**src/rtl/arb_pkg.sv**
```systemverilog
// ============================================================================
// Package     : arb_pkg
// Description : Shared definitions for the priority arbiter controller.
//               Holds the FSM state encoding and the default sizing
//               constants used by priority_arbiter_ctrl and arb_pick.
// Revision    : 1.0 - initial release
// ============================================================================
`default_nettype none

package arb_pkg;

  localparam int ARB_N_DEFAULT        = 8;
  localparam int ARB_IDXW_DEFAULT     = 3;
  localparam int ARB_MAX_HOLD_DEFAULT = 16;
  localparam int ARB_CNTW_DEFAULT     = 8;

  typedef enum logic [1:0] {
    ST_IDLE  = 2'd0,
    ST_GRANT = 2'd1,
    ST_GAP   = 2'd2
  } arb_state_t;

endpackage

`default_nettype wire

```
**src/rtl/arb_pick.sv**
```systemverilog
// ============================================================================
// Module      : arb_pick
// Description : Combinational winner search. Scans i_req_masked starting at
//               index i_start, wrapping modulo N; the first set bit found
//               wins. With i_start = 0 this is a plain lowest-index-first
//               priority encoder.
// Ports       : i_req_masked  [N]    candidate request vector
//               i_start       [IDXW] first index examined
//               o_found              at least one candidate was set
//               o_winner_oh   [N]    one-hot winner (zero when !o_found)
//               o_winner_code [IDXW] binary winner (zero when !o_found)
// Revision    : 1.0 - initial release
// ============================================================================
`default_nettype none

module arb_pick
  import arb_pkg::*;
#(
  parameter int N    = ARB_N_DEFAULT,
  parameter int IDXW = ARB_IDXW_DEFAULT
) (
  input  logic [N-1:0]    i_req_masked,
  input  logic [IDXW-1:0] i_start,
  output logic            o_found,
  output logic [N-1:0]    o_winner_oh,
  output logic [IDXW-1:0] o_winner_code
);

  logic [IDXW-1:0] w_idx;

  // Walk from the farthest offset back to the start so that the candidate
  // closest to i_start is the last one written and therefore wins.
  // N is a power of two, so the IDXW-bit add wraps modulo N for free.
  always_comb begin
    o_found       = 1'b0;
    o_winner_oh   = '0;
    o_winner_code = '0;
    w_idx         = '0;
    for (int k = N - 1; k >= 0; k--) begin
      w_idx = i_start + IDXW'(k);
      if (i_req_masked[w_idx]) begin
        o_found        = 1'b1;
        o_winner_oh    = '0;
        o_winner_oh[w_idx] = 1'b1;
        o_winner_code  = w_idx;
      end
    end
  end

endmodule

`default_nettype wire

```
**src/rtl/priority_arbiter_ctrl.sv**
```systemverilog
// ============================================================================
// Module      : priority_arbiter_ctrl
// Description : Shares one resource among N requesters. A winner is chosen
//               by arb_pick, granted with a registered one-hot grant plus a
//               binary code, and held while its request stays asserted, up
//               to MAX_HOLD cycles. Every grant is followed by one dead GAP
//               cycle; a requester revoked by the hold limit is excluded from
//               the arbitration done in that GAP cycle.
// Config      : ARB_ROUND_ROBIN_EN - when defined, the search starts just
//               after the previous owner (rotating priority); otherwise
//               index 0 always has the highest priority.
// Ports       : clk                 rising-edge clock
//               rst                 asynchronous active-high reset
//               req       [N]       request vector, bit i = requester i
//               gnt       [N]       registered one-hot grant, zero when idle
//               gnt_code  [IDXW]    binary owner index, zero when !gnt_valid
//               gnt_valid           a grant is active
//               timeout             one-cycle pulse on forced revocation
// Revision    : 1.0 - initial release
// ============================================================================
`default_nettype none

module priority_arbiter_ctrl
  import arb_pkg::*;
#(
  parameter int N        = ARB_N_DEFAULT,
  parameter int IDXW     = ARB_IDXW_DEFAULT,
  parameter int MAX_HOLD = ARB_MAX_HOLD_DEFAULT,
  parameter int CNTW     = ARB_CNTW_DEFAULT
) (
  input  logic            clk,
  input  logic            rst,
  input  logic [N-1:0]    req,
  output logic [N-1:0]    gnt,
  output logic [IDXW-1:0] gnt_code,
  output logic            gnt_valid,
  output logic            timeout
);

  localparam logic [CNTW-1:0] C_HOLD_LAST = CNTW'(MAX_HOLD - 1);

  arb_state_t      r_state,      w_state_nxt;
  logic [N-1:0]    r_gnt,        w_gnt_nxt;
  logic [IDXW-1:0] r_gnt_code,   w_gnt_code_nxt;
  logic            r_gnt_valid,  w_gnt_valid_nxt;
  logic            r_timeout,    w_timeout_nxt;
  logic [CNTW-1:0] r_hold_cnt,   w_hold_cnt_nxt;
  logic [IDXW-1:0] r_last_owner, w_last_owner_nxt;
  logic            r_mask_vld,   w_mask_vld_nxt;
  logic [IDXW-1:0] r_mask_idx,   w_mask_idx_nxt;

  logic [N-1:0]    w_mask_oh;
  logic [N-1:0]    w_req_masked;
  logic [IDXW-1:0] w_start;
  logic            w_found;
  logic [N-1:0]    w_win_oh;
  logic [IDXW-1:0] w_win_code;

  // The mask is only ever set while in GAP, so applying it unconditionally
  // has no effect in IDLE.
  assign w_mask_oh    = r_mask_vld ? ({{(N-1){1'b0}}, 1'b1} << r_mask_idx) : '0;
  assign w_req_masked = req & ~w_mask_oh;

`ifdef ARB_ROUND_ROBIN_EN
  assign w_start = r_last_owner + IDXW'(1);
`else
  assign w_start = '0;
`endif

  arb_pick #(
    .N    (N),
    .IDXW (IDXW)
  ) u_pick (
    .i_req_masked  (w_req_masked),
    .i_start       (w_start),
    .o_found       (w_found),
    .o_winner_oh   (w_win_oh),
    .o_winner_code (w_win_code)
  );

  always_comb begin
    w_state_nxt      = r_state;
    w_gnt_nxt        = '0;
    w_gnt_code_nxt   = '0;
    w_gnt_valid_nxt  = 1'b0;
    w_timeout_nxt    = 1'b0;
    w_hold_cnt_nxt   = r_hold_cnt;
    w_last_owner_nxt = r_last_owner;
    w_mask_vld_nxt   = r_mask_vld;
    w_mask_idx_nxt   = r_mask_idx;

    case (r_state)
      ST_IDLE: begin
        if (w_found) begin
          w_state_nxt      = ST_GRANT;
          w_gnt_nxt        = w_win_oh;
          w_gnt_code_nxt   = w_win_code;
          w_gnt_valid_nxt  = 1'b1;
          w_hold_cnt_nxt   = '0;
          w_last_owner_nxt = w_win_code;
        end
      end

      ST_GRANT: begin
        // A dropped request beats the hold limit on the same edge.
        if (!req[r_last_owner]) begin
          w_state_nxt    = ST_GAP;
          w_mask_vld_nxt = 1'b0;
        end else if (r_hold_cnt == C_HOLD_LAST) begin
          w_state_nxt    = ST_GAP;
          w_timeout_nxt  = 1'b1;
          w_mask_vld_nxt = 1'b1;
          w_mask_idx_nxt = r_last_owner;
        end else begin
          w_gnt_nxt       = r_gnt;
          w_gnt_code_nxt  = r_gnt_code;
          w_gnt_valid_nxt = 1'b1;
          w_hold_cnt_nxt  = r_hold_cnt + CNTW'(1);
        end
      end

      ST_GAP: begin
        w_mask_vld_nxt = 1'b0;
        if (w_found) begin
          w_state_nxt      = ST_GRANT;
          w_gnt_nxt        = w_win_oh;
          w_gnt_code_nxt   = w_win_code;
          w_gnt_valid_nxt  = 1'b1;
          w_hold_cnt_nxt   = '0;
          w_last_owner_nxt = w_win_code;
        end else begin
          w_state_nxt = ST_IDLE;
        end
      end

      default: begin
        w_state_nxt    = ST_IDLE;
        w_mask_vld_nxt = 1'b0;
      end
    endcase
  end

  always_ff @(posedge clk or posedge rst) begin
    if (rst) begin
      r_state      <= ST_IDLE;
      r_gnt        <= '0;
      r_gnt_code   <= '0;
      r_gnt_valid  <= 1'b0;
      r_timeout    <= 1'b0;
      r_hold_cnt   <= '0;
      r_last_owner <= IDXW'(N - 1);
      r_mask_vld   <= 1'b0;
      r_mask_idx   <= '0;
    end else begin
      r_state      <= w_state_nxt;
      r_gnt        <= w_gnt_nxt;
      r_gnt_code   <= w_gnt_code_nxt;
      r_gnt_valid  <= w_gnt_valid_nxt;
      r_timeout    <= w_timeout_nxt;
      r_hold_cnt   <= w_hold_cnt_nxt;
      r_last_owner <= w_last_owner_nxt;
      r_mask_vld   <= w_mask_vld_nxt;
      r_mask_idx   <= w_mask_idx_nxt;
    end
  end

  assign gnt       = r_gnt;
  assign gnt_code  = r_gnt_code;
  assign gnt_valid = r_gnt_valid;
  assign timeout   = r_timeout;

endmodule

`default_nettype wire
```
**config.mk**
```make
export PLATFORM = sky130hd
export DESIGN_NAME = priority_arbiter_ctrl
export DESIGN_NICKNAME = d
export VERILOG_FILES = /design/src/rtl/arb_pkg.sv /design/src/rtl/arb_pick.sv /design/src/rtl/priority_arbiter_ctrl.sv
export SDC_FILE = /design/constraint.sdc
export NUM_CORES = 1
export LEC_CHECK = 0
export BUFFER_PORTS_ARGS = -buffer_cell sky130_fd_sc_hd__buf_2
export CORE_MARGIN = 1.5
export CORE_UTILIZATION = 53
export CTS_BUF_LIST = sky130_fd_sc_hd__clkbuf_8
export DETAILED_ROUTE_END_ITERATION = 16
export PLACE_DENSITY = 0.84
export SETUP_SLACK_MARGIN = 0.2
export SLEW_MARGIN = 25
export SYNTH_ARGS = -nofsm -noshare
export SYNTH_HDL_FRONTEND = slang
export SYNTH_SLANG_ARGS = --single-unit
```
**constraint.sdc**
```tcl
create_clock -name clk -period 1.9 [get_ports clk]
set_input_delay 0.285 -clock clk [delete_from_list [all_inputs] [get_ports clk]]
set_output_delay 0.285 -clock clk [all_outputs]
set_load 0.03 [all_outputs]
```
== Yosys cells after proc, flatten, opt, wreduce, memory -nomap -nowiden ==
Cells that the tools add are included.
Word-level totals
  register bits: 30
  word-level logic and storage cells: 85
  output and inout bits: 13
  bits in latches: 0
  input bits: 10
  memories kept: 0
  ROM bits: 0
  RAM bits: 0
Operators by class
  reductions and logical operators: 8
  $add $sub $neg: 1
  order comparisons: 1
  shift operators: 1
  eq/ne operators: 8
  multiply operators: 0
  divide/modulo/power cells: 0
  bitwise gates (word level): 3
  muxes and demuxes: 54
Operators by type and width (number)
  $mux 8: 15
  $mux 3: 11
  $pmux 8 s2: 2
  $mux 1: 18
  $add 8x1->8 const B: 1
  $and 8x8->8: 1
  $eq 8x4->1 const B: 1
  $not 8->8: 1
  $shl 1x3->8 const A: 1
  $mux 2: 3
  $pmux 2 s3: 1
  $pmux 3 s2: 1
  $reduce_and 2->1: 3
  $lt 3x4->1 const B: 1
  $ne 2x1->1 const B: 2
  $ne 2x2->1 const B: 2
  $pmux 1 s2: 2
  $reduce_and 4->1: 1
  $bmux 1 s3: 1
  $ne 3x3->1 const B: 1
  $reduce_and 3->1: 1
  $eq 2x1->1 const B: 1
  $eq 2x2->1 const B: 1
  $logic_not 2->1: 1
  other kinds (3): 3

== Logic depth before layout (Yosys ltp) ==
  word-level depth: 14
  depth in mapped cells: 7
  gate-level depth less buffers: 6

== By module ==
From an unflattened synthesis, not the netlist that was laid out.
Second synthesis, totals
  cell total of the unflattened synthesis: 400
  area total of the unflattened synthesis: 3475.8 um2
Modules (own cells, without submodules)
  arb_pick: area an instance 1968.1 um2, sequential area each 0.0 um2, cells each 267, instances 1
  priority_arbiter_ctrl: area an instance 1507.7 um2, sequential area each 754.5 um2, cells each 133, instances 1

== Worst setup path after synthesis ==
Ideal clock, no wire load.
  path type: register to register
  start: reg r_last_owner[1]
  end: reg r_hold_cnt[5]
  clock period less this slack: 1.955 ns
  required time: 1.779 ns
  cell stages (with the launch flop): 7
  path buffers: 1
  arrival time: 1.834 ns
  setup slack: -0.055 ns
  setup time: 0.121 ns
  cells stage by stage: dfstp_2 -> buf_4 -> mux2_2 -> a2bb2oi_2 -> nand4_1 -> mux2_2 -> a22o_1
On the way
  word-level cells in the longest chain between the ends: 4
RTL lines
  start: declaration: RTL line priority_arbiter_ctrl.sv:48  | logic [IDXW-1:0] r_last_owner, w_last_owner_nxt;
  start signal: assignment: RTL line priority_arbiter_ctrl.sv:151  | r_last_owner <= IDXW'(N - 1);
  start signal: assignment: RTL line priority_arbiter_ctrl.sv:161  | r_last_owner <= w_last_owner_nxt;
  $bmux 1 s3: RTL line priority_arbiter_ctrl.sv:106  | if (!req[r_last_owner]) begin
  $mux 1 (implied by the code): RTL line priority_arbiter_ctrl.sv:106
  $ne 2x2->1 (no source line)
  $reduce_and 4->1 (no source line)
  end signal: assignment: RTL line priority_arbiter_ctrl.sv:160  | r_hold_cnt <= w_hold_cnt_nxt;
  end: declaration: RTL line priority_arbiter_ctrl.sv:47  | logic [CNTW-1:0] r_hold_cnt, w_hold_cnt_nxt;
Every way passes these cells. The select of a mux whose other input is x is not followed.
A chain may end at the register's enable or synchronous reset.

== Final worst setup path ==
  start: reg r_mask_idx[0]
  end: reg r_gnt_code[0] (netlist: gnt_code[0])
On the way
  word-level cells in the longest chain between the ends: 14
  elaborated cells between the ends (all ways): 22
  those cells by class: shift: 1; mux: 19; bitwise: 2
RTL lines
  start: declaration: RTL line priority_arbiter_ctrl.sv:50  | logic [IDXW-1:0] r_mask_idx, w_mask_idx_nxt;
  start signal: assignment: RTL line priority_arbiter_ctrl.sv:163  | r_mask_idx <= w_mask_idx_nxt;
  $shl 1x3->8 *: RTL line priority_arbiter_ctrl.sv:61  | assign w_mask_oh = r_mask_vld ? ({{(N-1){1'b0}}, 1'b1} << r_mask_idx) : '0;
  $mux 8 *: RTL line priority_arbiter_ctrl.sv:61
  $not 8->8 *: RTL line priority_arbiter_ctrl.sv:62  | assign w_req_masked = req & ~w_mask_oh;
  $and 8x8->8 *: RTL line priority_arbiter_ctrl.sv:62
  $mux 3 / $mux 1 (equally long branches) (8 in series): RTL line arb_pick.sv:41  | if (i_req_masked[w_idx]) begin
  $mux 3 *: RTL line priority_arbiter_ctrl.sv:94, priority_arbiter_ctrl.sv:124
  $pmux 3 s2 *: RTL line priority_arbiter_ctrl.sv:92  | case (r_state)
  end signal: assignment: RTL line priority_arbiter_ctrl.sv:157  | r_gnt_code <= w_gnt_code_nxt;
  end: declaration: RTL line priority_arbiter_ctrl.sv:44  | logic [IDXW-1:0] r_gnt_code, w_gnt_code_nxt;
Every way passes the cells marked *; elsewhere a longest branch is shown, timed or not.

==> impl_metrics.py <==
metrics = {
    "clocking": {
        "cts_hold_buffers": 0,
        "cts-root-buf": "sky130_fd_sc_hd__clkbuf_8",
        "insertion_delay_ns": 0.28,
        "tritoncts_num_sinks": 30,
        "cts_tree": "yes",
        "cts-htree-levels": 2,
        "clock_tree.buffer_depth": 2,
        "cts_buffers": 5,
        "cts.reportedPaths.clkPinSlew_ns": 0.07,
    },
    "synth": {
        "synth.net_count": 165,
        "synth_seq_area_share_pct": 45.1,
        "synth_most_common_cell": "sky130_fd_sc_hd__dfrtp_1",
        "async_flop_share_pct": 100,
        "postSynthRegisterBits": 30,
        "synth.distinct_cells": 46,
        "synth.top_cells.by_count": "sky130_fd_sc_hd__dfrtp_1, sky130_fd_sc_hd__inv_1, sky130_fd_sc_hd__nor2_1",
        "yosysWarnings": 0,
        "syn-instance-count": 154,
        "edff_count_synth": 0,
        "synth_largest_type_area_fraction_pct": 40.4,
        "yosysTopAreaCell": "sky130_fd_sc_hd__dfrtp_1",
        "post_synth.cell_area_avg_um2": 10.9,
        "post_synth_main_area_contributors": "sky130_fd_sc_hd__dfrtp_1, sky130_fd_sc_hd__dfstp_2, sky130_fd_sc_hd__mux2_2",
        "syn_area_um2": 1670,
        "ys_dominant_reg_cell": "sky130_fd_sc_hd__dfrtp_1",
    },
    "setup_path": {
        "worst_ep_arrival_time_ns": 2.20,
        "cp_max_fo": 4,
        "timing.critical_path.buf_inv": 1,
        "path_depth": 6,
        "worst-r2r-cell-count": 6,
        "worstSetupEndpoint": "gnt_code[0]$_DFFE_PP0N_",
        "crit-reg2reg-capture": "gnt_code[0]$_DFFE_PP0N_",
        "worst_r2r_startpoint": "r_mask_idx[0]$_DFFE_PP0P_",
        "timing.critical_path.from_type": "register",
        "timing.reg2reg.setup_slack_ns": -0.13,
        "crit_path_max_incr_delay_ns": 0.44,
        "critical_path.slowest_cell": "sky130_fd_sc_hd__dfrtp_2",
        "cp_data_required_time_ns": 2.07,
        "path_class": "reg2reg",
        "critical_path.cell_chain": "mux2_4 -> o32a_1 -> buf_4 -> o41ai_4 -> a21oi_2 -> a21o_1",
        "critPathTopFamily": "compound AO/OA/AOI/OAI gates",
        "worst_setup_path_startpoint": "r_mask_idx[0]$_DFFE_PP0P_",
        "critical_path.endpoint_type": "register",
    },
    "die": {
        "die_h_um": 59.2,
        "die_width_um": 59.2,
        "top_level_ports": 23,
        "design.core.area_um2": 3030,
        "design.die.area_um2": 3500,
        "rows": 20,
        "initial_cell_density_of_the_core_pct": 55.3,
    },
    "worst_hold_path": {
        "hold_class": "in2async",
    },
    "sta": {
        "finalMaxSlewViolations": 0,
        "maxClockFrequency_mhz": 493,
        "setup_viol": 21,
        "slew_headroom_pct": 66.3,
        "skew_ns": 0.00592,
        "min_period_ns": 2.03,
        "grt_setup_unrepaired": "true",
        "hold_violations": 0,
        "tightest_pin_transition_ns": 0.501,
        "final.setup.worst_slack_ns": -0.130,
        "final_period_utilization_pct": 107,
    },
    "routing": {
        "detailroute.via_count": 1538,
        "final_antenna_net_count": 0,
        "drt-pass1-iter-count": 4,
        "viasPerCell": 5.96,
        "drc": 0,
        "finalWirelength_mm": 4.60,
        "wl_per_cell_um": 17.8,
        "detail_route.iter0.violations": 84,
    },
    "place": {
        "postPlaceCellArea_um2": 2000,
        "globalplace.congestion": 0.867,
        "dp_hpwl_mm": 2.89,
        "io_buffer_count": 22,
        "dp_slack_ns": -0.147,
        "dp.cells": 234,
    },
    "global_routing": {
        "grt_use_total_pct": 25.6,
        "grt_pass1_wl_mm": 6.68,
        "overflow": 0,
        "antenna_found_initial": 0,
        "grt_pass1_vias": 1506,
        "maximum_number_of_pins_on_one_net_before_global_route_repair": 19,
    },
    "finish": {
        "fill_cells": 183,
        "finalNonFillerCells": 258,
        "drive_gt1_share_pct": 51.9,
        "final_cell_area_um2": 2380,
        "finalNetCount": 224,
        "area_growth_pct": 41.9,
        "finalCoreUtilization_pct": 78.5,
        "insertedDiodeCount": 0,
    },
    "power": {
        "powerDensity_nw_per_um2": 1140,
        "ir_drop_mv": 0.667,
        "final_power_mw": 2.71,
        "total_leakage_power_nw": 1.11,
    },
    "status": {
        "outcome": "finished with violations",
        "violated_checks": "negative setup slack",
    },
    "run": {
        "maxCapViolations": 0,
    },
}
==> registers in the layout, indices dropped and copies added (netlist names) <==
signal and count:
r_last_owner 3, gnt_code 3, r_hold_cnt 8, r_mask_idx 3, gnt 8, r_state 2
timeout 1, gnt_valid 1, r_mask_vld 1
==> timing repair <==
action	4_1_cts	5_1_grt
pin swaps	3	14
resized for setup	12	24
endpoints found under the setup margin	28	29
buffers inserted	6	9
cloned	0	1
==> per-stage QoR <==
step / TNS, ns / hold slack (ns)
floorplan: 0 / 0.374
global placement: -0.956 / 0.311
detailed placement: -2.15 / 0.327
CTS: -0.707 / 0.0184
global route: -2.41 / 0.0557
finish: -1.15 / 0.0198
==> logic make-up after synthesis <==
logic type                 synth area share, %
xor gates and xnor gates                 0.523
AOI/OAI and AO/OA                         25.8
buffers and inverters                     4.41
DFF                                       45.1
adders and majority gates                0.747
and+or+nand+nor                           14.0
muxes                                     9.49
==> layer usage <==
layer | global-route usage [%] | part of all wire [%]
met5 | 0 | 0
met4 | 11.7 | 3.5
met3 | 7.64 | 3.5
met2 | 44.3 | 52
met1 | 28.7 | 41
==> layout by cell type (no fill, tap or decap), drive strengths merged, types with 2 or more instances in the layout <==
cell type	instances
a211oi	4
a21o	5
a21oi	3
a22o	6
a31o	2
a32o	3
buf	58
clkbuf	6
dfrtp	27
dfstp	3
inv	9
mux2	9
mux2i	5
nand2	7
nand2b	4
nand3	7
nand3b	5
nor2	9
o211ai	3
o21a	3
o21ai	7
o22a	2
o22ai	2
o31ai	2
o32a	2
o41ai	2
or2	3
or3	3
==> report_power, final <==
| part | switching (mW) | internal (mW) | total [mW] |
|---|---|---|---|
| Clock | 0.239 | 0.290 | 0.530 |
| Sequential | 0.107 | 0.773 | 0.879 |
| Combinational | 0.665 | 0.638 | 1.30 |
==> worst min path at each step <==
| stage | slack [ns] | cells past startpoint | from | to |
|---|---|---|---|---|
| after floorplan | 0.37 | 1 | rst | gnt[0]$_DFFE_PP0N_ |
| after CTS | 0.02 | 2 | rst | gnt_code[0]$_DFFE_PP0N_ |
| after global placement | 0.31 | 2 | rst | gnt[2]$_DFFE_PP0N_ |
| final | 0.02 | 2 | rst | gnt[2]$_DFFE_PP0N_ |
| after detailed placement | 0.33 | 2 | rst | gnt[2]$_DFFE_PP0N_ |
| after global routing | 0.06 | 2 | rst | gnt[2]$_DFFE_PP0N_ |
==> area by class of cell <==
class,instances,area [um^2],share of cell area (%)
tap,44,55.1,2.32
clock buffer,6,82.6,3.48
inverter,9,33.8,1.42
multi-input combinational,109,1020,42.8
sequential,30,757,31.9
clock inverter,2,12.5,0.527
timing repair buffer,58,418,17.6
No activity file was read; power rests on OpenSTA's default activity.
